$ cat src/rtl/rv_mem_pkg.sv
// Shared memory-op encodings and the byte-strobe helper used by the store buffer.
package rv_mem_pkg;

  localparam logic [6:0] STORE_OP = 7'b0100011;

  // Store funct3
  localparam logic [2:0] F3_SB  = 3'b000;
  localparam logic [2:0] F3_SH  = 3'b001;
  localparam logic [2:0] F3_SW  = 3'b010;

  // Load funct3 (LB/LH/LW share encodings with SB/SH/SW)
  localparam logic [2:0] F3_LB  = 3'b000;
  localparam logic [2:0] F3_LH  = 3'b001;
  localparam logic [2:0] F3_LW  = 3'b010;
  localparam logic [2:0] F3_LBU = 3'b100;
  localparam logic [2:0] F3_LHU = 3'b101;

  // Byte strobe for an access of the given funct3 at byte offset off.
  // Unsigned loads touch the same bytes as their signed forms; unknown codes touch nothing.
  function automatic logic [3:0] byte_mask(input logic [2:0] funct3, input logic [1:0] off);
    logic [3:0] m;
    case (funct3)
      F3_SB, F3_LBU: m = 4'b0001 << off;
      F3_SH, F3_LHU: m = 4'b0011 << off;
      F3_SW:         m = 4'b1111;
      default:       m = 4'b0000;
    endcase
    return m;
  endfunction

endpackage

$ cat src/rtl/store_lane_align.sv
// Combinational store formatter: funct3 + byte address + right-aligned data
// -> byte strobes, lane-replicated write data and a misalignment/illegal flag.
module store_lane_align
  import rv_mem_pkg::*;
(
  input  logic [2:0]  st_type_i,
  input  logic [31:0] st_addr_i,
  input  logic [31:0] st_data_i,
  output logic [3:0]  strb_o,
  output logic [31:0] wdata_o,
  output logic        misaligned_o
);

  // Replicate data across lanes so the strobe alone selects the bytes written.
  always_comb begin
    strb_o       = byte_mask(st_type_i, st_addr_i[1:0]);
    wdata_o      = '0;
    misaligned_o = 1'b0;
    case (st_type_i)
      F3_SB: wdata_o = {4{st_data_i[7:0]}};
      F3_SH: begin
        wdata_o      = {2{st_data_i[15:0]}};
        misaligned_o = st_addr_i[0];
      end
      F3_SW: begin
        wdata_o      = st_data_i;
        misaligned_o = (st_addr_i[1:0] != 2'b00);
      end
      default: misaligned_o = 1'b1;
    endcase
  end

endmodule

$ cat src/rtl/store_commit_buffer.sv
// Post-commit store queue: accepts retired stores, holds them in order and
// drains them to memory over req/ack; also flags loads overlapping pending stores.
module store_commit_buffer
  import rv_mem_pkg::*;
#(
  parameter int unsigned DEPTH = 4,
  parameter int unsigned CNT_W = $clog2(DEPTH) + 1
) (
  input  logic             clk,
  input  logic             rst,
  input  logic             commit_valid,
  input  logic [31:0]      commit_addr,
  input  logic [31:0]      commit_data,
  input  logic [2:0]       commit_type,
  output logic             commit_ready,
  output logic             mem_req,
  output logic [31:0]      mem_addr,
  output logic [31:0]      mem_wdata,
  output logic [3:0]       mem_wstrb,
  input  logic             mem_ack,
  input  logic [31:0]      ld_addr,
  input  logic [2:0]       ld_type,
  output logic             ld_conflict,
  output logic             misalign_err,
  output logic [CNT_W-1:0] count,
  output logic             empty
);

  localparam int unsigned PtrW = $clog2(DEPTH);

  logic [29:0]      slot_addr_q [DEPTH];
  logic [29:0]      slot_addr_d [DEPTH];
  logic [31:0]      slot_data_q [DEPTH];
  logic [31:0]      slot_data_d [DEPTH];
  logic [3:0]       slot_strb_q [DEPTH];
  logic [3:0]       slot_strb_d [DEPTH];
  logic [DEPTH-1:0] valid_q, valid_d;
  logic [PtrW-1:0]  head_q, head_d;
  logic [PtrW-1:0]  tail_q, tail_d;
  logic [CNT_W-1:0] count_q, count_d;
  logic             misalign_q, misalign_d;

  logic [3:0]  st_strb;
  logic [31:0] st_wdata;
  logic        st_misaligned;
  logic        accept;
  logic        enq;
  logic        pop;
  logic [3:0]  ld_strb;

  store_lane_align u_align (
    .st_type_i    (commit_type),
    .st_addr_i    (commit_addr),
    .st_data_i    (commit_data),
    .strb_o       (st_strb),
    .wdata_o      (st_wdata),
    .misaligned_o (st_misaligned)
  );

  // Handshake decode; a rejected store still consumes the commit slot.
  always_comb begin
    commit_ready = (count_q != CNT_W'(DEPTH));
    empty        = (count_q == '0);
    mem_req      = !empty;
    accept       = commit_valid && commit_ready;
    enq          = accept && !st_misaligned;
    pop          = mem_req && mem_ack;
    count        = count_q;
    misalign_err = misalign_q;
  end

  // Head entry drives the memory port; zeroed while nothing is pending.
  always_comb begin
    mem_addr  = '0;
    mem_wdata = '0;
    mem_wstrb = '0;
    if (mem_req) begin
      mem_addr  = {slot_addr_q[head_q], 2'b00};
      mem_wdata = slot_data_q[head_q];
      mem_wstrb = slot_strb_q[head_q];
    end
  end

  // Queue next state: pop clears head, enqueue fills tail, count tracks the net change.
  always_comb begin
    slot_addr_d = slot_addr_q;
    slot_data_d = slot_data_q;
    slot_strb_d = slot_strb_q;
    valid_d     = valid_q;
    head_d      = head_q;
    tail_d      = tail_q;
    count_d     = count_q;
    misalign_d  = accept && st_misaligned;
    if (pop) begin
      valid_d[head_q] = 1'b0;
      head_d          = head_q + 1'b1;
    end
    if (enq) begin
      valid_d[tail_q]     = 1'b1;
      slot_addr_d[tail_q] = commit_addr[31:2];
      slot_data_d[tail_q] = st_wdata;
      slot_strb_d[tail_q] = st_strb;
      tail_d              = tail_q + 1'b1;
    end
    case ({enq, pop})
      2'b10:   count_d = count_q + 1'b1;
      2'b01:   count_d = count_q - 1'b1;
      default: count_d = count_q;
    endcase
  end

  // State registers; reset discards every pending store.
  always_ff @(posedge clk or posedge rst) begin
    if (rst) begin
      slot_addr_q <= '{default: '0};
      slot_data_q <= '{default: '0};
      slot_strb_q <= '{default: '0};
      valid_q     <= '0;
      head_q      <= '0;
      tail_q      <= '0;
      count_q     <= '0;
      misalign_q  <= 1'b0;
    end else begin
      slot_addr_q <= slot_addr_d;
      slot_data_q <= slot_data_d;
      slot_strb_q <= slot_strb_d;
      valid_q     <= valid_d;
      head_q      <= head_d;
      tail_q      <= tail_d;
      count_q     <= count_d;
      misalign_q  <= misalign_d;
    end
  end

  assign ld_strb = byte_mask(ld_type, ld_addr[1:0]);

  // Any valid entry in the same word sharing a byte with the load is a conflict,
  // including the head entry being popped this cycle.
  always_comb begin
    ld_conflict = 1'b0;
    for (int i = 0; i < DEPTH; i++) begin
      if (valid_q[i] && (slot_addr_q[i] == ld_addr[31:2]) &&
          ((slot_strb_q[i] & ld_strb) != 4'b0000)) begin
        ld_conflict = 1'b1;
      end
    end
  end

endmodule
$ cat config.mk
export PLATFORM = sky130hd
export DESIGN_NAME = store_commit_buffer
export DESIGN_NICKNAME = d
export VERILOG_FILES = /design/src/rtl/rv_mem_pkg.sv /design/src/rtl/store_lane_align.sv /design/src/rtl/store_commit_buffer.sv
export SDC_FILE = /design/constraint.sdc
export NUM_CORES = 1
export LEC_CHECK = 0
export CAP_MARGIN = 20
export CORE_UTILIZATION = 58
export DETAILED_ROUTE_END_ITERATION = 10
export DONT_BUFFER_PORTS = 1
export PLACE_DENSITY = 0.76
export SLEW_MARGIN = 20
export SYNTH_ARGS = -nofsm -noshare
export SYNTH_HDL_FRONTEND = slang
export SYNTH_HIERARCHICAL = 1
export SYNTH_SLANG_ARGS = --single-unit
export TNS_END_PERCENT = 100
$ cat constraint.sdc
create_clock -name clk -period 8.8 [get_ports clk]
set_input_delay 0.88 -clock clk [delete_from_list [all_inputs] [get_ports clk]]
set_output_delay 0.88 -clock clk [all_outputs]
set_load 0.05 [all_outputs]
* Word-level counts from Yosys, hierarchy flattened
Cells that the tools add are included.
** Word-level totals
- Output and inout bits :: 76
- Flip-flop bits (word level) :: 276
- Word-level logic and storage cells :: 122
- Input bits :: 106
** Cells by class
- Reductions and logical operators :: 30
- Eq/ne operators :: 15
- Bitwise gates (word level) :: 9
- Shift-type cells :: 4
- $add $sub $neg :: 4
- Order comparisons :: 7
- Multiplexer cells :: 36
** Operators with widths (number)
- 32-bit two-way mux :: 5
- 128-bit bitwise mux :: 1
- 120-bit bitwise mux :: 1
- 30-bit == test :: 4
- 32-bit one-hot mux with 3 select lines :: 1
- 30-bit two-way mux :: 3
- 32-bit binary-select mux with 2-bit select :: 1
- 32-bit demux with 2-bit select :: 1
- 30-bit binary-select mux with 2-bit select :: 1
- 30-bit demux with 2-bit select :: 1
- 4-bit two-way mux :: 6
- 4-bit one-hot mux with 3 select lines :: 2
- 4-bit bitwise AND :: 5
- 16-bit bitwise mux :: 1
- 4-bit nonzero test :: 4
- 1-bit logical AND :: 15
- 3-bit == test, second input constant :: 4
- 3-bit zero test :: 3
- 4-bit binary-select mux with 2-bit select :: 1
- 4-bit demux with 2-bit select :: 1
- 2-bit OR reduction :: 4
- 1-bit by 2-bit left shift with 4-bit output, first input constant :: 2
- 2-bit by 2-bit left shift with 4-bit output, first input constant :: 2
- 3-bit by 1-bit == test with 1-bit output, second input constant :: 2
- 20 further kinds :: 34

* Longest topological paths before layout
- Depth in word-level cells :: 10
- Depth in mapped cells :: 12
- Mapped depth without buffers :: 10

* By module
The synthesis kept the hierarchy.
** By module, submodules not included
- store_commit_buffer :: area each 13988.4 um^2, cells each 975, seq. area each 6906.6 um^2, instances 1
- store_lane_align :: area each 696.9 um^2, cells each 105, seq. area each 0.0 um^2, instances 1

* Least setup slack after synthesis
No wires, ideal clock.
- Path type :: input port to output port
- Start point :: in ld_addr[3]
- End point :: out ld_conflict
- Data arrival time :: 2.433 ns
- Stages on the path :: 6
- Path slack :: 5.487 ns
- Cells stage by stage :: clkbuf_1 -> xnor2_1 -> nand4_1 -> or4_1 -> a211oi_1 -> or4_1
** On the way
- Longest elaborated chain between the ends :: 7
- Elaborated cells between the ends (all ways) :: 16
- Classes of those cells :: eq/ne: 4; mux: 4; reduce/logical: 8
** RTL lines
- from (decl) :: line store_commit_buffer.sv:21 : input logic [31:0] ld_addr,
- 30-bit == test :: line store_commit_buffer.sv:142 : if (valid_q[i] && (slot_addr_q[i] == ld_addr[31:2]) &&
- 1-bit logical AND (2 in series) :: line store_commit_buffer.sv:142
- 1-bit two-way mux (3 in series) :: line store_commit_buffer.sv:142
- 1-bit two-way mux (*) :: line store_commit_buffer.sv:142
- to (decl) :: line store_commit_buffer.sv:23 : output logic ld_conflict,
Mark *: on every way between the ends. The rest lies on a longest branch, timed or not.

* Worst setup path after layout
- Start point :: reg head_q[0]
- End point :: out mem_wdata[22]
** On the way
- Longest elaborated chain between the ends :: 5
** RTL lines
- from (decl) :: line store_commit_buffer.sv:38 : logic [PtrW-1:0] head_q, head_d;
- from (signal assigned) :: line store_commit_buffer.sv:119 : head_q <= '0;
- from (signal assigned) :: line store_commit_buffer.sv:128 : head_q <= head_d;
- 2-bit inverter with 3-bit output (not written as such) :: line store_commit_buffer.sv:79 : mem_wdata = slot_data_q[head_q];
- 32-bit binary-select mux with 2-bit select :: line store_commit_buffer.sv:79
- 32-bit two-way mux (not written as such) (2 in series) :: line store_commit_buffer.sv:79
- 32-bit two-way mux :: line store_commit_buffer.sv:77 : if (mem_req) begin
- to (decl) :: line store_commit_buffer.sv:18 : output logic [31:0] mem_wdata,
No other way between the ends. The select of a mux whose other input is x is not followed.

==> impl_results.md <==
* Status: complete, no violations
* Reg2Reg Depth at 6
* RSZ-0062 raised after global routing: no
* Routed WL at 35400 microns
* Yosys top cell by area: dfrtp_1
* Final Cycle Share at 45.8%
* Register area share after synthesis at 47.0%
* Avg Inst Size Synth at 13.6 sq um
* CTS tree: done
* PortBufs at 0
* # fillers at 1878
* Grt total ovfl at 0
* Worst EP required at 7.92 ns
* Num rows at 57
* DP Wirelength at 23600 microns
* IO Pins at 182
* Max FO, Critical Path at 42
* HP Class: in2async
* Most instantiated cells after synthesis: dfrtp_1 (276), mux2_2 (242), and2_1 (75)
* Final net count at 1158
* Routed vias at 8772
* Initial DRC Count at 634
* Number of synthesis warnings at 6
* Die ar. at 0.0260 sq mm
* Top FF cell, synth: dfrtp_1
* Htree depth at 1
* First-pass GRT wire length at 55400 microns
* Final setup margin at 4.77 ns
* Post-synth top area share at 47.0%
* TritonCTS Buffers at 30
* Nature of the critical path endpoint: output port
* Routed wire length per instance at 25.5 microns
* Max Fclk at 248 MHz
* Max incr delay on CP at 0.80 ns
* Pwr Density at 403 mW/mm^2
* Busiest grt layer: met2
* Final Setup Violations at 0
* Slowest CP cell: dfrtp_4
* CTS sink cnt at 276
* Share of post-route cells with drive strength above 1 at 35.1%
* Initial antenna violation count at 0
* Worst-path cell chain: buf_4 > mux4_2 > and2_1
* Starting density of the core at 59.7%
* Gpl congestion at 0.943
* Post-CTS Resized at 0
* Routing usage on met2 at 46.4%
* Total negative slack at 0 ns
* Maximum number of pins on one net before global-route repair at 130
* Worst slew margin at 24.5%
* Global-route usage over all layers at 28.1%
* Post-synth ARST share at 100%
* Fin. Hold Viols at 0
* Tightest Pin Transition at 1.13 ns
* Worst skew pair latency at 0.55 ns
* Setup WS pre-CTS at 5.10 ns
* Leak Pwr at 0.00703 uW
* Die width at 161 microns
* Area of the mapped netlist at 0.0147 sq mm
* Diode count at 0
* P&R area growth vs syn at 7.45%
* Vias in the first global route at 9343
* Detailed Routing Iterations Pass 1 at 4
* Die Y at 161 microns
* Root buffer cell: clkbuf_16
* Worst reg2reg startpoint: count[2]
* Setup bufs post-CTS at 0
* Final min period at 4.03 ns
* Most frequent cell after synthesis: dfrtp_1
* Hold buffer count at cts at 0
* Post-DRT Antenna Nets at 0
* DRC at 0
* Max Buffers Root-to-Sink at 3
* Post-synth EDFFs at 0
* Number of synthesized register bits at 276
* Arrival time worst endpoint at 3.15 ns
* Largest cells by area after synthesis: dfrtp_1 (47%), mux2_2 (19%), mux4_2 (10%), xnor2_1 (3.8%), xor2_1 (3.7%)
* Setup crit start kind: flop
* Via/cell ratio at 6.31
* CTS clk-pin slew, worst paths at 0.06 ns
* Global routing usage on met1 at 36.7%
* Core area at 0.0246 sq mm
* MaxCap Viol Count at 0
* R2r endpoint: slot_data_q[54]
* Synth unique cells at 43
* Fin Clk Skew at 0.00709 ns
* Met3 usage at 6.70%
* Slew Limit Fails at 0
* Crit path kind: reg2out
* R2r setup slk at 5.51 ns
* Peak VDD IR at 0.000285 V
* Mapped Cells at 1080
==> per-layer routing <==
metal | wire length, microns | up-vias | share of wire (%)
met1 | 14200 | 4580 | 40
met2 | 17200 | 315 | 49
met4 | 1150 | 0 | 3.3
met3 | 2850 | 66 | 8.1
met5 | 0 | - | 0
li1 | - | 3811 | -
==> stage by stage <==
step | area (sq um) | cells | power (uW) | util (%) | hold slack (ns)
6_report | 15800 | 1390 | 6370 | 64.1 | 0.359
5_1_grt | 15800 | 1390 | 6660 | 64.1 | 0.430
4_1_cts | 15800 | 1390 | 6400 | 64.1 | 0.413
3_5_place_dp | 14700 | 1334 | 5090 | 59.9 | 0.467
3_3_place_gp | 14700 | 1334 | 5020 | 59.9 | 0.458
2_1_floorplan | 14700 | 1081 | 4590 | - | 0.444
==> worst max-delay path by stage <==
stage          startpoint            end  cells past startpoint
2_1_floorplan         rst       count[0]                      1
3_3_place_gp   ld_type[1]    ld_conflict                      5
3_5_place_dp   ld_type[1]    ld_conflict                      5
4_1_cts         head_q[0]  mem_wdata[22]                      3
5_1_grt         head_q[0]   mem_wstrb[2]                      3
6_report        head_q[0]  mem_wdata[22]                      3
==> sequential cells by signal, summed over array words and instances (netlist names) <==
| register | flops |
|---|---|
| slot_data_q | 128 |
| slot_addr_q | 120 |
| head_q | 2 |
| slot_strb_q | 16 |
| valid_q | 4 |
| misalign_err | 1 |
| count | 3 |
| tail_q | 2 |
==> cell type report <==
class	count	area (sq um)	area share [%]
Multi-Input combinational cell	704	7280	46.1
Clock buffer	45	898	5.69
Timing Repair Buffer	7	56.3	0.357
Inverter	23	93.8	0.595
Clock inverter	11	135	0.856
Sequential cell	276	6910	43.8
Tap cell	324	405	2.57
==> placed cells by master, fill, tap and decap left out, types with 4 or more instances in the layout <==
cell	synthesis	layout
dfrtp_1	276	274
mux2_2	242	242
and2_1	75	75
mux4_2	66	66
xnor2_1	64	64
xor2_1	62	62
clkbuf_16	0	31
mux2_1	22	22
inv_1	23	22
nand4_1	20	20
nand2_1	15	15
nand2b_1	14	14
o32ai_1	13	13
o21ai_0	12	12
nor4_1	12	12
a21oi_1	11	11
nand3b_1	9	9
mux2i_1	9	9
ha_1	9	9
clkbuf_1	28	7
clkbuf_8	0	7
clkinv_2	0	6
buf_4	7	6
or4_1	5	5
nor3_1	5	5
a222oi_1	4	4
a211oi_1	4	4
or4b_1	4	4
==> power breakdown <==
group | internal [uW] | switching (uW) | leakage (uW) | total [uW]
Sequential | 1810 | 536 | 0.00355 | 2340
Clock | 789 | 507 | 0.000507 | 1300
Combinational | 1120 | 1610 | 0.00298 | 2730
==> worst max-delay path: cells and delay by family, from the launching register on <==
kind / cells / cell delay [ns]
multiplexers: 1 / 0.62
flip-flops: 1 / 0.80
AND/OR/NAND/NOR: 1 / 0.35
buffers and inverters: 1 / 0.80
==> cells by family after synthesis <==
kind of cell / Yosys count / share of synthesized area (%)
buffers and inverters: 101 / 3.65
multiplexers: 339 / 31.0
AO/OA/AOI/OAI: 49 / 2.27
flip-flops: 276 / 47.0
AND/OR/NAND/NOR: 178 / 7.63
other: 1 / 0.0255
adder cells (fa/ha/maj): 10 / 0.903
XOR/XNOR: 126 / 7.51
Note: power is estimated with default switching activity, not from simulation.
